File: config.mk
export PLATFORM = sky130hd
export DESIGN_NAME = store_buffer_flat
export DESIGN_NICKNAME = d
export VERILOG_FILES = /design/src/rtl/store_buffer_if.sv /design/src/rtl/store_buffer.sv /design/src/flat_wrapper.sv
export SDC_FILE = /design/constraint.sdc
export NUM_CORES = 1
export LEC_CHECK = 0
export ABC_AREA = 1
export CAP_MARGIN = 10
export CORE_MARGIN = 1.5
export CORE_UTILIZATION = 23
export CTS_BUF_LIST = sky130_fd_sc_hd__clkbuf_16
export DETAILED_ROUTE_END_ITERATION = 8
export PLACE_DENSITY_LB_ADDON = 0.15
export SYNTH_ARGS = -nofsm -noshare
export SYNTH_HDL_FRONTEND = slang
export SYNTH_SLANG_ARGS = --single-unit
File: constraint.sdc
create_clock -name clk -period 6.5 [get_ports clk]
set_input_delay 1.3 -clock clk [delete_from_list [all_inputs] [get_ports clk]]
set_output_delay 1.3 -clock clk [all_outputs]
set_load 0.01 [all_outputs]
File: src/rtl/store_buffer_if.sv
// Bus between the MEM stage / data memory and the store buffer.
// The master side drives store/load requests; the slave side is the buffer itself.
interface store_buffer_if #(
    parameter int DM_ADDRESS = 9,
    parameter int DATA_W     = 32,
    parameter int DEPTH      = 4
);
    localparam int CW = $clog2(DEPTH) + 1;

    logic                  st_valid;
    logic [DM_ADDRESS-1:0] st_addr;
    logic [DATA_W-1:0]     st_data;
    logic [2:0]            st_funct3;
    logic                  st_ready;

    logic                  ld_valid;
    logic [DM_ADDRESS-1:0] ld_addr;
    logic                  ld_hit;
    logic                  ld_conflict;
    logic [DATA_W-1:0]     ld_fwd_data;

    logic                  mem_busy;
    logic                  dm_write;
    logic [DM_ADDRESS-1:0] dm_addr;
    logic [DATA_W-1:0]     dm_wd;
    logic [2:0]            dm_funct3;

    logic                  flush_req;
    logic                  empty;
    logic [CW-1:0]         count;

    modport master (
        output st_valid, st_addr, st_data, st_funct3, ld_valid, ld_addr, mem_busy, flush_req,
        input  st_ready, ld_hit, ld_conflict, ld_fwd_data, dm_write, dm_addr, dm_wd, dm_funct3,
               empty, count
    );

    modport slave (
        input  st_valid, st_addr, st_data, st_funct3, ld_valid, ld_addr, mem_busy, flush_req,
        output st_ready, ld_hit, ld_conflict, ld_fwd_data, dm_write, dm_addr, dm_wd, dm_funct3,
               empty, count
    );
endinterface

File: src/rtl/store_buffer.sv
// Circular store buffer between the MEM stage and data memory: drains one store per
// free memory cycle and forwards buffered full-word stores to matching loads.
module store_buffer #(
    parameter int DM_ADDRESS = 9,
    parameter int DATA_W     = 32,
    parameter int DEPTH      = 4
) (
    input  logic          clk,
    input  logic          reset,
    store_buffer_if.slave sb
);
    localparam int PW = $clog2(DEPTH);
    localparam int CW = PW + 1;

    logic [DM_ADDRESS-1:0] addr_q [DEPTH];
    logic [DATA_W-1:0]     data_q [DEPTH];
    logic [2:0]            f3_q   [DEPTH];
    logic [PW-1:0]         head_q, tail_q;
    logic [CW-1:0]         count_q;

    logic st_ready_w, enq, deq, is_empty;
    logic unused_ld_bits;

    assign is_empty   = (count_q == '0);
    assign st_ready_w = (count_q < CW'(DEPTH)) && !sb.flush_req;
    assign enq        = sb.st_valid && st_ready_w;
    assign deq        = !is_empty && !sb.mem_busy;

    assign sb.st_ready = st_ready_w;
    assign sb.dm_write = deq;
    assign sb.empty    = is_empty;
    assign sb.count    = count_q;
    assign unused_ld_bits = ^sb.ld_addr[1:0];

    always_ff @(posedge clk or posedge reset) begin
        if (reset) begin
            head_q  <= '0;
            tail_q  <= '0;
            count_q <= '0;
            for (int i = 0; i < DEPTH; i++) begin
                addr_q[i] <= '0;
                data_q[i] <= '0;
                f3_q[i]   <= '0;
            end
        end else begin
            if (enq) begin
                addr_q[tail_q] <= sb.st_addr;
                data_q[tail_q] <= sb.st_data;
                f3_q[tail_q]   <= sb.st_funct3;
                tail_q         <= tail_q + 1'b1;
            end
            if (deq) begin
                head_q <= head_q + 1'b1;
            end
            case ({enq, deq})
                2'b10:   count_q <= count_q + 1'b1;
                2'b01:   count_q <= count_q - 1'b1;
                default: count_q <= count_q;
            endcase
        end
    end

    always_comb begin
        sb.dm_addr   = '0;
        sb.dm_wd     = '0;
        sb.dm_funct3 = '0;
        if (!is_empty) begin
            sb.dm_addr   = addr_q[head_q];
            sb.dm_wd     = data_q[head_q];
            sb.dm_funct3 = f3_q[head_q];
        end
    end

    // Walk oldest to youngest so the last match seen is the youngest store.
    logic          match_found;
    logic [PW-1:0] match_idx;
    logic [PW-1:0] idx;

    always_comb begin
        match_found = 1'b0;
        match_idx   = '0;
        idx         = '0;
        for (int k = 0; k < DEPTH; k++) begin
            idx = head_q + PW'(k);
            if ((CW'(k) < count_q) &&
                (addr_q[idx][DM_ADDRESS-1:2] == sb.ld_addr[DM_ADDRESS-1:2])) begin
                match_found = 1'b1;
                match_idx   = idx;
            end
        end
    end

    always_comb begin
        sb.ld_hit      = 1'b0;
        sb.ld_conflict = 1'b0;
        sb.ld_fwd_data = '0;
        if (sb.ld_valid && match_found) begin
            // Only byte/halfword stores block; any other size code forwards as a word.
            if (f3_q[match_idx] == 3'b000 || f3_q[match_idx] == 3'b001) begin
                sb.ld_conflict = 1'b1;
            end else begin
                sb.ld_hit      = 1'b1;
                sb.ld_fwd_data = data_q[match_idx];
            end
        end
    end
endmodule

File: src/flat_wrapper.sv
// flat-port wrapper written by rule: the top's interface ports become plain ports
module store_buffer_flat 
#(
    parameter int DM_ADDRESS = 9,
    parameter int DATA_W     = 32,
    parameter int DEPTH      = 4
)
  (clk, reset, sb_st_valid, sb_st_addr, sb_st_data, sb_st_funct3, sb_ld_valid, sb_ld_addr, sb_mem_busy, sb_flush_req, sb_st_ready, sb_ld_hit, sb_ld_conflict, sb_ld_fwd_data, sb_dm_write, sb_dm_addr, sb_dm_wd, sb_dm_funct3, sb_empty, sb_count);
  store_buffer_if #(.DM_ADDRESS(DM_ADDRESS), .DATA_W(DATA_W), .DEPTH(DEPTH)) sb_i ();
  input  logic clk;
  input  logic reset;
  input wire logic [$bits(sb_i.st_valid)-1:0] sb_st_valid;
  input wire logic [$bits(sb_i.st_addr)-1:0] sb_st_addr;
  input wire logic [$bits(sb_i.st_data)-1:0] sb_st_data;
  input wire logic [$bits(sb_i.st_funct3)-1:0] sb_st_funct3;
  input wire logic [$bits(sb_i.ld_valid)-1:0] sb_ld_valid;
  input wire logic [$bits(sb_i.ld_addr)-1:0] sb_ld_addr;
  input wire logic [$bits(sb_i.mem_busy)-1:0] sb_mem_busy;
  input wire logic [$bits(sb_i.flush_req)-1:0] sb_flush_req;
  output wire logic [$bits(sb_i.st_ready)-1:0] sb_st_ready;
  output wire logic [$bits(sb_i.ld_hit)-1:0] sb_ld_hit;
  output wire logic [$bits(sb_i.ld_conflict)-1:0] sb_ld_conflict;
  output wire logic [$bits(sb_i.ld_fwd_data)-1:0] sb_ld_fwd_data;
  output wire logic [$bits(sb_i.dm_write)-1:0] sb_dm_write;
  output wire logic [$bits(sb_i.dm_addr)-1:0] sb_dm_addr;
  output wire logic [$bits(sb_i.dm_wd)-1:0] sb_dm_wd;
  output wire logic [$bits(sb_i.dm_funct3)-1:0] sb_dm_funct3;
  output wire logic [$bits(sb_i.empty)-1:0] sb_empty;
  output wire logic [$bits(sb_i.count)-1:0] sb_count;
  assign sb_i.st_valid = sb_st_valid;
  assign sb_i.st_addr = sb_st_addr;
  assign sb_i.st_data = sb_st_data;
  assign sb_i.st_funct3 = sb_st_funct3;
  assign sb_i.ld_valid = sb_ld_valid;
  assign sb_i.ld_addr = sb_ld_addr;
  assign sb_i.mem_busy = sb_mem_busy;
  assign sb_i.flush_req = sb_flush_req;
  assign sb_st_ready = sb_i.st_ready;
  assign sb_ld_hit = sb_i.ld_hit;
  assign sb_ld_conflict = sb_i.ld_conflict;
  assign sb_ld_fwd_data = sb_i.ld_fwd_data;
  assign sb_dm_write = sb_i.dm_write;
  assign sb_dm_addr = sb_i.dm_addr;
  assign sb_dm_wd = sb_i.dm_wd;
  assign sb_dm_funct3 = sb_i.dm_funct3;
  assign sb_empty = sb_i.empty;
  assign sb_count = sb_i.count;
  store_buffer #(.DM_ADDRESS(DM_ADDRESS), .DATA_W(DATA_W), .DEPTH(DEPTH)) u_core (.clk(clk), .reset(reset), .sb(sb_i));
endmodule
### After elaboration in Yosys (flattened, before gate mapping)

Cells that the tools add are included.

| cells by class | value |
|---|---|
| add/sub/neg operators | 6 |
| $mul | 0 |
| div/mod/pow operators | 0 |
| magnitude comparators | 12 |
| equality and inequality tests | 7 |
| shift operators | 0 |
| mux-type cells | 51 |
| bitwise operators | 6 |
| reductions and logical operators | 16 |

Operators with widths:

| cell | count |
|---|---|
| 32-bit two-way mux | 8 |
| 32-bit binary-select mux with 2-bit select | 2 |
| 128-bit bitwise mux | 1 |
| 9-bit two-way mux | 10 |
| 9-bit binary-select mux with 2-bit select | 4 |
| 32-bit demux with 2-bit select | 1 |
| 36-bit bitwise mux | 1 |
| 7-bit == test | 4 |
| 9-bit demux with 2-bit select | 1 |
| 3-bit >= comparator (second input constant) | 6 |
| 3-bit two-way mux | 6 |
| 2-bit NOT with 3-bit output | 6 |
| 3-bit binary-select mux with 2-bit select | 2 |
| 12-bit bitwise mux | 1 |
| 1-bit logical AND | 9 |
| 1-bit two-way mux | 8 |
| 2-bit two-way mux | 4 |
| 3-bit demux with 2-bit select | 1 |
| 3-bit logical NOT | 2 |
| 1-bit by 3-bit < comparator with 1-bit output (first input constant) | 2 |
| 2-bit by 3-bit < comparator with 1-bit output (first input constant) | 2 |
| 3-bit one-hot mux with 2 select lines | 1 |
| 2-bit by 1-bit adder with 2-bit output (second input constant) | 2 |
| 2-bit adder (second input constant) | 2 |
| 10 further kinds | 12 |

| word-level totals | value |
|---|---|
| bits in registers | 183 |
| latch bits | 0 |
| RAM bits | 0 |
| memory bits (read-only) | 0 |
| input bits | 59 |
| logic and storage cells | 113 |
| memories | 0 |

### Depth between registers and ports, before layout

Gate-level depths: netlist of the first run.

| depth | value |
|---|---|
| depth in word-level cells | 18 |
| mapped depth | 22 |
| mapped depth without buffers | 20 |

### Worst setup path before layout of the first run

Ideal clock, no wire load.

| path | value |
|---|---|
| path type | in2out |
| start point | input port sb_ld_addr[5] |
| end point | output port sb_ld_fwd_data[22] |
| arrival time | 2722 ps |
| required time | 5200 ps |
| path slack | 2478 ps |
| cell stages on the path | 15 |
| cell sequence | inv_1 -> nand3_1 -> and2_1 -> nand2_1 -> nor2_1 -> nand2_1 -> nand2_1 -> nand2_1 -> nand2_2 -> nand2_2 -> nand2_1 -> nand3_2 -> nand3_4 -> buf_6 -> nor2_1 |

| between the ends | value |
|---|---|
| word-level cells in the longest chain between the ends | 14 |

Ends and longest elaborated chain:

| element | line | source |
|---|---|---|
| start: declaration | flat_wrapper.sv:17 | `input wire logic [$bits(sb_i.ld_addr)-1:0] sb_ld_addr;` |
| 7-bit == test | store_buffer.sv:86 | `(addr_q[idx][DM_ADDRESS-1:2] == sb.ld_addr[DM_ADDRESS-1:2])) begin` |
| 1-bit logical AND | store_buffer.sv:85 | `if ((CW'(k) < count_q) &&` |
| 2-bit two-way mux (4 in series) | store_buffer.sv:85 |  |
| 2-bit NOT with 3-bit output (not written as such) | store_buffer.sv:99, store_buffer.sv:103 |  |
| 3-bit binary-select mux with 2-bit select | store_buffer.sv:99 | `if (f3_q[match_idx] == 3'b000 \|\| f3_q[match_idx] == 3'b001) begin` |
| 3-bit two-way mux (not written as such) (2 in series) | store_buffer.sv:99 |  |
| 3-bit by 1-bit == test with 1-bit output / 3-bit logical NOT (equally long branches) | store_buffer.sv:99 |  |
| 1-bit logical OR | store_buffer.sv:99 |  |
| 32-bit two-way mux | store_buffer.sv:99 |  |
| 32-bit two-way mux * | store_buffer.sv:97 | `if (sb.ld_valid && match_found) begin` |
| end: declaration | flat_wrapper.sv:23 | `output wire logic [$bits(sb_i.ld_fwd_data)-1:0] sb_ld_fwd_data;` |

Mark *: on every way between the ends. The rest lies on a longest branch, timed or not. The select of a mux whose other input is x is not followed.

### Final worst setup path of the first run

| path | value |
|---|---|
| start point | input port sb_ld_addr[4] |
| end point | output port sb_ld_fwd_data[2] |

Same word-level chain as after synthesis.

==> results of run 1 <==
[final timing paths]
| check | start | endpoint | slack [ps] | cells past startpoint |
|---|---|---|---|---|
| worst max register to register | u_core.sb.count[2] | u_core.data_q[86] | 3800 | 6 |
| max in group asynchronous | reset | u_core.data_q[18] | 3820 | 3 |
| worst min register to register | u_core.data_q[12] | u_core.data_q[12] | 480 | 2 |
| min in group asynchronous | reset | u_core.data_q[90] | 1360 | 2 |
| worst max-delay path | sb_ld_addr[4] | sb_ld_fwd_data[2] | 570 | 18 |
| worst min-delay path | u_core.data_q[12] | u_core.data_q[12] | 480 | 2 |
[placed cells by master (no fill, tap or decap), drive strengths merged, types with 2 or more instances in the layout]
master and count:
nor2 108, a22oi 3, and2 3, xnor2 2, nand4 6, xor2 4, clkinv 7, o21ai 186
clkinvlp 6, nand3 180, nand2 505, ha 9, a21oi 6, buf 29, dfrtp 183, nand3b 34
a31oi 3, clkdlybuf4s50 140, inv 220, clkbuf 17, o22ai 32, a221oi 34
[stage by stage]
| stage | utilization [%] | instances |
|---|---|---|
| after floorplan | - | 1618 |
| after global placement | 27.5 | 2307 |
| after detailed placement | 27.5 | 2307 |
| after CTS | 28.6 | 2338 |
| after global routing | 28.6 | 2338 |
| final | 28.6 | 2338 |
[logic make-up (layout without fill, tap and decap cells)]
logic type               after synthesis  in the layout  share of synthesized area (%)
AND/OR/NAND/NOR                      838            838                           32.2
buffers and inverters                315            420                           11.6
adder cells (fa/ha/maj)                9              9                           1.01
flip-flops                           183            183                           41.0
XOR/XNOR                               6              6                          0.470
AO/OA/AOI/OAI                        267            267                           13.7
[state kept, by name (all words and copies together), names as in the netlist]
| register | count |
|---|---|
| u_core.tail_q | 2 |
| u_core.addr_q | 36 |
| u_core.sb.count | 3 |
| u_core.data_q | 128 |
| u_core.f3_q | 12 |
| u_core.head_q | 2 |
[critical path, delay by kind of cell]
kind / cells / cell delay [ps]
buffers and inverters: 6 / 1920
AND/OR/NAND/NOR: 12 / 1380
[routing by layer]
layer | GRT usage (%) | up-vias | routed length [µm]
li1 | - | 5378 | -
met1 | 22.4 | 5170 | 19700
met2 | 27.7 | 223 | 19000
met3 | 1.98 | 47 | 1150
met4 | 5.14 | 0 | 742
met5 | 0 | - | 0
[final cells by class]
class / instances / area, µm² / area share (%)
Clock inverter: 14 / 111 / 0.815
Timing Repair Buffer: 169 / 1640 / 12.0
Sequential cell: 183 / 4580 / 33.5
Clock buffer: 17 / 425 / 3.11
Multi-Input combinational cell: 1120 / 5310 / 38.8
Inverter: 220 / 833 / 6.10
Tap cell: 615 / 769 / 5.63
[where the power goes]
| part | internal, mW | total (mW) | switching [mW] |
|---|---|---|---|
| combinational | 1.53 | 3.91 | 2.37 |
| clock | 0.520 | 0.991 | 0.471 |
| sequential | 1.70 | 2.09 | 0.398 |
| total | 3.75 | 6.99 | 3.24 |
==> metrics, run 1 <==
clock slew at reported path FFs 70 ps; VDD IR max 262 µV; Main synth FF type dfrtp_1; design area 13700 µm²; Synth Register Bits 183; deepest clock path buffer count 2; Vias/cell 4.63; Post-synth top cells 498 x nand2_1, 213 x inv_1, 185 x o21ai_0, 183 x dfrtp_1, 177 x nand3_1; top cells by area, synth dfrtp_1 41%, nand2_1 17%, o21ai_0 8.3%; Net Count, Synth 1686; Largest stage delay, worst path 620 ps; number of inserted diodes 0; worst slack, placed 508 ps; most numerous cell in the Yosys netlist nand2_1; Mean Syn Cell Area 6.90 µm²; layout cells sized above 1 5.17%; Placement Rows 80; Mapped Area 11200 µm²; DRT Wirelength 40700 µm; GRT Overall Usage 16.6%; Placeable Area 47800 µm²; Post CTS Setup Buffer Count 0; Leak Pwr 6.64 nW; CTS tree yes; status completed; CP endpoint kind primary output; total power 6.99 mW; Gate Count Post-Synth 1618; Slew HR 31.1%; Die X 223 µm; setup TNS 0 ps; critical path launch point type primary input; die area 49900 µm²; slowest CP cell clkdlybuf4s50_1; count of maximum capacitance violations 0; final worst-path setup slack 570 ps; drt pass-1 iters 5; gr ovfl total 0; clk_lat worst skew 450 ps; antenna-violating nets left 0; DR vias 10800; Clock Skews 13.1 ps; CP most frequent cell nand2_1; first-pass GRT wire length 63600 µm; Initial Util 23.3%; Max Slew Vio Count 0; clock buffer count from CTS 17; 1st-iter DRT viols 762; vias in the first global route 10800; Min Hold Slack 483 ps; dpl hpwl 26500 µm; Cell Area, Placed 13100 µm²; Synth top area share 41.0%; synth warn 0; clock sink count 183; fill count 5275; pin count of the biggest net entering global routing 75; RD Place Congestion 0.812; Die Y 223 µm; Synth async-reset ratio 100%; Min-Delay Path Class reg2reg; initial antenna violation count 0; endpoints failing hold 0; Slew @ Worst Pin 1030 ps; max frequency 0.169 GHz; Port Buffers 140; Layout area overhead 22.4%; CTS root buf clkbuf_16; worst path cell trace clkdlybuf4s50_1 -> inv_1 -> nand2_1 -> nand2_1 -> nor2_1 -> nand2_1 -> nor2_2 -> nor2_1 -> nand2_2 -> buf_4 -> nand2_1 -> buf_4 -> nand2_1 -> nand3_1 -> nand2_1 -> inv_1 -> nor2_1 -> clkdlybuf4s50_1; critical path type in2out; number of flops mapped to enable cells by yosys 0; worst-path fanout max 22; # resized after CTS 0; nets@finish 1779; Avg WL per Cell 17.4 µm; fin crit period 5930 ps; RSZ-0062 raised after global routing false; Power Density 512 nW/µm²; # IOs 143; final setup violation count 0; CTS Hold Bufs 0; CTS HTree Levels 4; Distinct cells, synth 37; final worst path period share 91.2%; worst endpoint required time 5200 ps; DRC viols 0; Synth area leader dfrtp_1; sequential share of the synthesized area 41.0%; Worst Path Arrival 4630 ps
Power figures use the tool's default switching activity.
==> run 2, diff against run 1 <==
ABC_CLOCK_PERIOD_IN_PS = 6500   (was not set)
CELL_PAD_IN_SITES_DETAIL_PLACEMENT = 1   (was not set)
CELL_PAD_IN_SITES_GLOBAL_PLACEMENT = 1   (was not set)
PLACE_DENSITY_LB_ADDON = 0.1   (was 0.15)
==> run 2 against run 1 <==
Against the previous run: sequential share of layout area decreased by 0.20 points; largest cell class unchanged; flip-flop and latch count unchanged; clock power increased by 15%; non-clock buffer count increased by 1; wire length increased by 8.9%; hold slack improved by 1.5 ps; largest power group unchanged; clock skew decreased by 5.3 ps; final cell count about the same; critical endpoint is now sb_ld_fwd_data[15]; register-to-register slack got worse by 180 ps; die area unchanged.
==> metrics, run 2 (synthesis results as in run 1) <==
Logic pwr share 55.4% (was 55.9%); status completed (unchanged); Finished Layout Cells 2339 (was 2338); clock buffer count from CTS 17 (unchanged); Placement Rows 80 (unchanged); Leak Pwr 6.69 nW (was 6.64 nW); DR vias 10900 (was 10800); pin count of the biggest net entering global routing 95 (was 75); flop2flop setup slack 3620 ps (was 3800 ps); worst slack, placed 232 ps (was 508 ps); cell total after placement 2308 (was 2307); max frequency 0.161 GHz (was 0.169 GHz); vias in the first global route 11500 (was 10800); deepest clock path buffer count 2 (unchanged); Port Buffers 140 (unchanged); crit path launch sb_ld_addr[6] (was sb_ld_addr[4]); DRC viols 0 (unchanged); Biggest register u_core.data_q (unchanged); most common cell after layout, fill and taps aside nand2_1 (unchanged); gr ovfl total 0 (unchanged); Initial Util 23.3% (unchanged); CP endpoint kind primary output (unchanged); Critical R2R Capture u_core.sb.count[2] (was u_core.data_q[86]); RD Place Congestion 0.799 (was 0.812); WHS Endpoint u_core.data_q[26] (was u_core.data_q[12]); CTS HTree Levels 4 (unchanged); clk_lat worst skew 490 ps (was 450 ps); endpoints failing hold 0 (unchanged); R2R depth 11 (was 6); Min-Delay Path Class reg2reg (unchanged); GRT Overall Usage 18.4% (was 16.6%); share of power burned in registers 28.8% (was 30.0%); count of maximum capacitance violations 0 (unchanged); number of inserted diodes 0 (unchanged); Vias/cell 4.66 (was 4.63); Slew HR 26.9% (was 31.1%); dpl hpwl 28600 µm (was 26500 µm); Die Y 223 µm (unchanged); die area 49900 µm² (unchanged); drt pass-1 iters 5 (unchanged); FF+latch area 4580 µm² (unchanged); Top Registers u_core.data_q: 128 flops, u_core.addr_q: 36 flops, u_core.f3_q: 12 flops (unchanged); fin crit period 6200 ps (was 5930 ps); Min Hold Slack 484 ps (was 483 ps); critical path launch point type primary input (unchanged); critical path type in2out (unchanged); Power Density 526 nW/µm² (was 512 nW/µm²); Psw 3.36 mW (was 3.24 mW); initial antenna violation count 0 (unchanged); Worst Path Arrival 4900 ps (was 4630 ps); cell internal pwr 3.88 mW (was 3.75 mW); Placeable Area 47800 µm² (unchanged); fill count 5878 (was 5275); Slew @ Worst Pin 1090 ps (was 1030 ps); CTS tree yes (unchanged); Die X 223 µm (unchanged); CTS Hold Bufs 0 (unchanged); Multi-input gate area 5310 µm² (about the same); DRT Wirelength 44300 µm (was 40700 µm); clock sink count 183 (unchanged); final worst path period share 95.4% (was 91.2%); commonest cells after routing, fill and taps aside 493 x nand2_1, 213 x inv_1, 185 x o21ai_0 (was 494 x nand2_1, 212 x inv_1, 185 x o21ai_0); hold wc startpoint u_core.data_q[26] (was u_core.data_q[12]); start of the worst register-to-register path u_core.sb.count[0] (was u_core.sb.count[2]); nets@finish 1780 (was 1779); Switching Share 46.5% (was 46.4%); final worst-path setup slack 297 ps (was 570 ps); final setup violation count 0 (unchanged); RSZ-0062 raised after global routing false (unchanged); setup TNS 0 ps (unchanged); antenna-violating nets left 0 (unchanged); Clock Skews 7.80 ps (was 13.1 ps); # IOs 143 (unchanged); Largest register FFs 128 (unchanged); Layout area overhead 23.1% (was 22.4%); VDD IR max 363 µV (was 262 µV); Clock power frac 15.7% (was 14.2%); Max Slew Vio Count 0 (unchanged); Avg WL per Cell 18.9 µm (was 17.4 µm); first-pass GRT wire length 69300 µm (was 63600 µm); CTS root buf clkbuf_16 (unchanged); 1st-iter DRT viols 600 (was 762); Min-Delay Path Depth 2 (unchanged); layout cells sized above 1 5.39% (was 5.17%); clock slew at reported path FFs 70 ps (about the same); worst-path fanout max 26 (was 22); worst endpoint required time 5200 ps (about the same)
run 2: cell types whose count changed in the layout (fill, tap and decap cells not counted):
cell | before | now
clkinv_2 | 0 | 2
inv_1 | 212 | 213
clkinv_1 | 6 | 3
inv_2 | 5 | 4
clkinvlp_4 | 6 | 4
nand2_1 | 494 | 493
bufinv_16 | 1 | 4
buf_4 | 27 | 28
nand2_2 | 10 | 11
run 2: area by class of cell:
| cell class | count | area share (%) |
|---|---|---|
| sequential | 183 | 33.3 |
| timing repair buffer | 170 | 12.0 |
| multi-input combinational | 1120 | 38.6 |
| inverter | 220 | 6.07 |
| clock inverter | 14 | 1.34 |
| tap | 615 | 5.59 |
| clock buffer | 17 | 3.09 |
run 2: critical path: stages:
cell             delay [ps]
clkdlybuf4s50_1         650
inv_1                   140
nand2_1                 130
nand2_1                  60
a21oi_1                 160
nand2_1                  90
nor2_2                  160
nor2_1                   70
nand2_2                 130
buf_4                   370
nand3b_1                150
nand3_2                 120
nand3_4                 370
buf_4                   350
nor2_2                   80
clkdlybuf4s50_1         550
run 2: per-stage QoR:
step	total power [mW]	instance area (µm²)	utilization, %
5_1_grt	7.97	13800	28.7
3_5_place_dp	6.19	13100	27.5
2_1_floorplan	4.58	11200	-
4_1_cts	7.37	13800	28.7
6_report	7.24	13800	28.7
3_3_place_gp	6.12	13100	27.5
run 2: repair_timing:
item / in CTS / in global routing
setup buffers: 0 / 0
setup endpoints to repair: 0 / 13
gates resized for setup: 0 / 1
run 2: worst max-delay path by stage:
stage,endpoint,cells after the start
CTS,sb_ld_fwd_data[15],18
floorplan,u_core.addr_q[0],1
global route,sb_ld_fwd_data[14],19
global placement,sb_ld_fwd_data[17],16
finish,sb_ld_fwd_data[15],16
detailed placement,sb_ld_fwd_data[0],18
run 2: routing by layer:
layer	global-route usage, %	vias up	part of all wire (%)
met5	0	-	0
met4	5.34	0	1.6
met2	30.5	138	47
li1	-	5368	-
met3	2.92	31	2.5
met1	24.8	5368	49
run 2: power by group through the flow:
stage	clock, mW	sequential (mW)	combinational (mW)
after global routing	1.22	2.17	4.57
after CTS	1.18	2.09	4.10
after global placement	0	2.09	4.03
after detailed placement	0	2.10	4.08
after floorplan	0	2.00	2.58
final	1.14	2.09	4.02
==> run 3, diff against run 2 <==
PLACE_DENSITY = 0.63   (was not set)
PLACE_DENSITY_LB_ADDON = not set   (was 0.1)
==> run 3 against run 2 <==
Against the previous run: register-to-register slack improved by 380 ps; worst setup slack better by 160 ps; hold slack better by 4.3 ps; clock skew about the same; via count is 0.18% higher; largest cell class unchanged; highest routed layer unchanged; flip-flop and latch count did not move; wire length is 6.2% lower; global-route usage is 1.2 points lower; power decreased by 0.23%; critical path type is now reg2out; final area shrank 0.19%.
==> metrics, run 3 (synthesis results as in run 1) <==
setup TNS 0 ps (unchanged); Avg WL per Cell 17.8 µm (was 18.9 µm); slowest CP cell dfrtp_1 (was clkdlybuf4s50_1); flop2flop setup slack 4000 ps (was 3620 ps); fill count 5930 (was 5878); CTS HTree Levels 4 (unchanged); Max Slew Vio Count 0 (unchanged); RSZ-0062 raised after global routing false (unchanged); GRT Overall Usage 17.3% (was 18.4%); clock slew at reported path FFs 70 ps (about the same); clk_lat worst skew 470 ps (was 490 ps); critical path launch point type register (was primary input); DRC viols 0 (unchanged); RD Place Congestion 0.838 (was 0.799); clock sink count 183 (unchanged); count of maximum capacitance violations 0 (unchanged); final worst path period share 93.0% (was 95.4%); Die Y 223 µm (unchanged); initial antenna violation count 0 (unchanged); DRT Wirelength 41500 µm (was 44300 µm); Top Registers u_core.data_q: 128 flops, u_core.addr_q: 36 flops, u_core.f3_q: 12 flops (unchanged); drt pass-1 iters 5 (unchanged); Power Density 526 nW/µm² (about the same); commonest cells after routing, fill and taps aside 490 x nand2_1, 213 x inv_1, 185 x o21ai_0 (was 493 x nand2_1, 213 x inv_1, 185 x o21ai_0); worst path cell trace inv_2 -> buf_4 -> nand2_2 -> nand2_4 -> nand2_1 -> nand3_1 -> nand2_1 -> nor2_1 -> nand2_1 -> nor2_1 -> nand2_1 -> nand3_1 -> nand2_1 -> nand2_2 -> buf_4 -> nand3_1 -> nand2_1 -> inv_1 -> nor2_1 -> clkdlybuf4s50_1 (was clkdlybuf4s50_1 -> inv_1 -> nand2_1 -> nand2_1 -> a21oi_1 -> nand2_1 -> nor2_2 -> nor2_1 -> nand2_2 -> buf_4 -> nand3b_1 -> nand3_2 -> nand3_4 -> buf_4 -> nor2_2 -> clkdlybuf4s50_1); worst-path fanout max 40 (was 26); start of the worst register-to-register path u_core.sb.count[0] (unchanged); Post CTS Setup Buffer Count 0 (unchanged); Multi-input gate area 5340 µm² (was 5310 µm²); CTS root buf clkbuf_16 (unchanged); Layout area overhead 22.9% (was 23.1%); Clock Skews 7.62 ps (was 7.80 ps); die area 49900 µm² (unchanged); worst endpoint required time 5200 ps (about the same); 1st-iter DRT viols 540 (was 600); status completed (unchanged); Finished Core Util 28.7% (about the same); Die X 223 µm (unchanged); Largest register FFs 128 (unchanged); VDD IR max 193 µV (was 363 µV); CP endpoint kind primary output (unchanged); Slew HR 29.6% (was 26.9%); Initial Util 23.3% (unchanged); Min-Delay Path Depth 2 (unchanged); max frequency 0.165 GHz (was 0.161 GHz); clock buffer count from CTS 17 (unchanged); R2R depth 10 (was 11); Biggest register u_core.data_q (unchanged); CP most frequent cell nand2_1 (unchanged); fin crit period 6050 ps (was 6200 ps); pin count of the biggest net entering global routing 89 (was 95); deepest clock path buffer count 2 (unchanged); Placement Rows 80 (unchanged); Leak Pwr 6.71 nW (was 6.69 nW); gr ovfl total 0 (unchanged); Port Buffers 140 (unchanged); Min-Delay Path Class reg2reg (unchanged); critical path type reg2out (was in2out); Critical R2R Capture u_core.sb.count[2] (unchanged); antenna-violating nets left 0 (unchanged); vias in the first global route 11700 (was 11500); dpl hpwl 27100 µm (was 28600 µm); Vias/cell 4.69 (was 4.66); # IOs 143 (unchanged); first-pass GRT wire length 66700 µm (was 69300 µm); Slew @ Worst Pin 1060 ps (was 1090 ps); Worst Path Arrival 4750 ps (was 4900 ps); final setup violation count 0 (unchanged); layout cells sized above 1 5.19% (was 5.39%); number of inserted diodes 0 (unchanged); WHS Endpoint u_core.data_q[15] (was u_core.data_q[26]); Largest stage delay, worst path 620 ps (was 650 ps); nets@finish 1770 (was 1780); most common cell after layout, fill and taps aside nand2_1 (unchanged); DR vias 10900 (about the same); FF+latch area 4580 µm² (unchanged); hold wc startpoint u_core.data_q[15] (was u_core.data_q[26]); CTS tree yes (unchanged); endpoints failing hold 0 (unchanged); Placeable Area 47800 µm² (unchanged)
## run 3: cell types whose count changed in the layout (fill, tap and decap cells not counted), moves of 2 or more
cell	delta
buf_4	-9
clkinv_1	-2
clkinvlp_4	-3
inv_6	+2
inv_8	+2
nand2_1	-3
nand2_4	+4
## run 3: routing by layer
layer  global-route usage [%]  share of wire, %  up-vias
li1                         -                 -     5359
met1                     22.6                47     5380
met2                     29.6                49      148
met3                     2.28               2.4       38
met4                     5.08               1.7        0
met5                        0                 0        -
## run 3: where the power goes
group	internal [mW]	switching, mW
clock network	0.655	0.504
registers	1.70	0.419
logic	1.53	2.42
## run 3: layout make-up
cell class / instances / area share [%]
Clock buffer: 17 / 3.10
Timing Repair Buffer: 160 / 11.4
Tap cell: 615 / 5.61
Inverter: 220 / 6.07
Multi-Input combinational cell: 1120 / 38.9
Sequential cell: 183 / 33.4
Clock inverter: 15 / 1.59
## run 3: timing repair
item	in CTS	in global routing
gates resized for setup	0	1
endpoints found under the setup margin	0	1
hold endpoints to repair	0	0
hold buffers	0	0
## run 3: worst max-delay path, delay by kind of cell, from the launching register on
family	cells	cell delay, ps
buf+inv	5	1620
simple gates	15	2020
flops	1	620
## run 3: worst max-delay path by stage
stage,start,cells after the start,to,slack (ps)
2_1_floorplan,reset,1,u_core.addr_q[0],230
3_3_place_gp,sb_ld_addr[4],17,sb_ld_fwd_data[20],470
3_5_place_dp,sb_ld_addr[4],17,sb_ld_fwd_data[31],460
4_1_cts,u_core.head_q[0],18,sb_ld_fwd_data[31],300
5_1_grt,u_core.head_q[0],20,sb_ld_fwd_data[31],70
6_report,u_core.head_q[0],20,sb_ld_fwd_data[8],450
## run 3: per-stage QoR
step	instances	power, mW	cell area, µm²	hold WS, ps	setup slack (ps)
2_1_floorplan	1618	4.58	11200	453	228
3_5_place_dp	2298	6.13	13100	473	464
6_report	2330	7.22	13700	489	454
5_1_grt	2330	7.93	13700	506	69.5
3_3_place_gp	2298	6.02	13100	466	472
4_1_cts	2330	7.33	13700	491	295
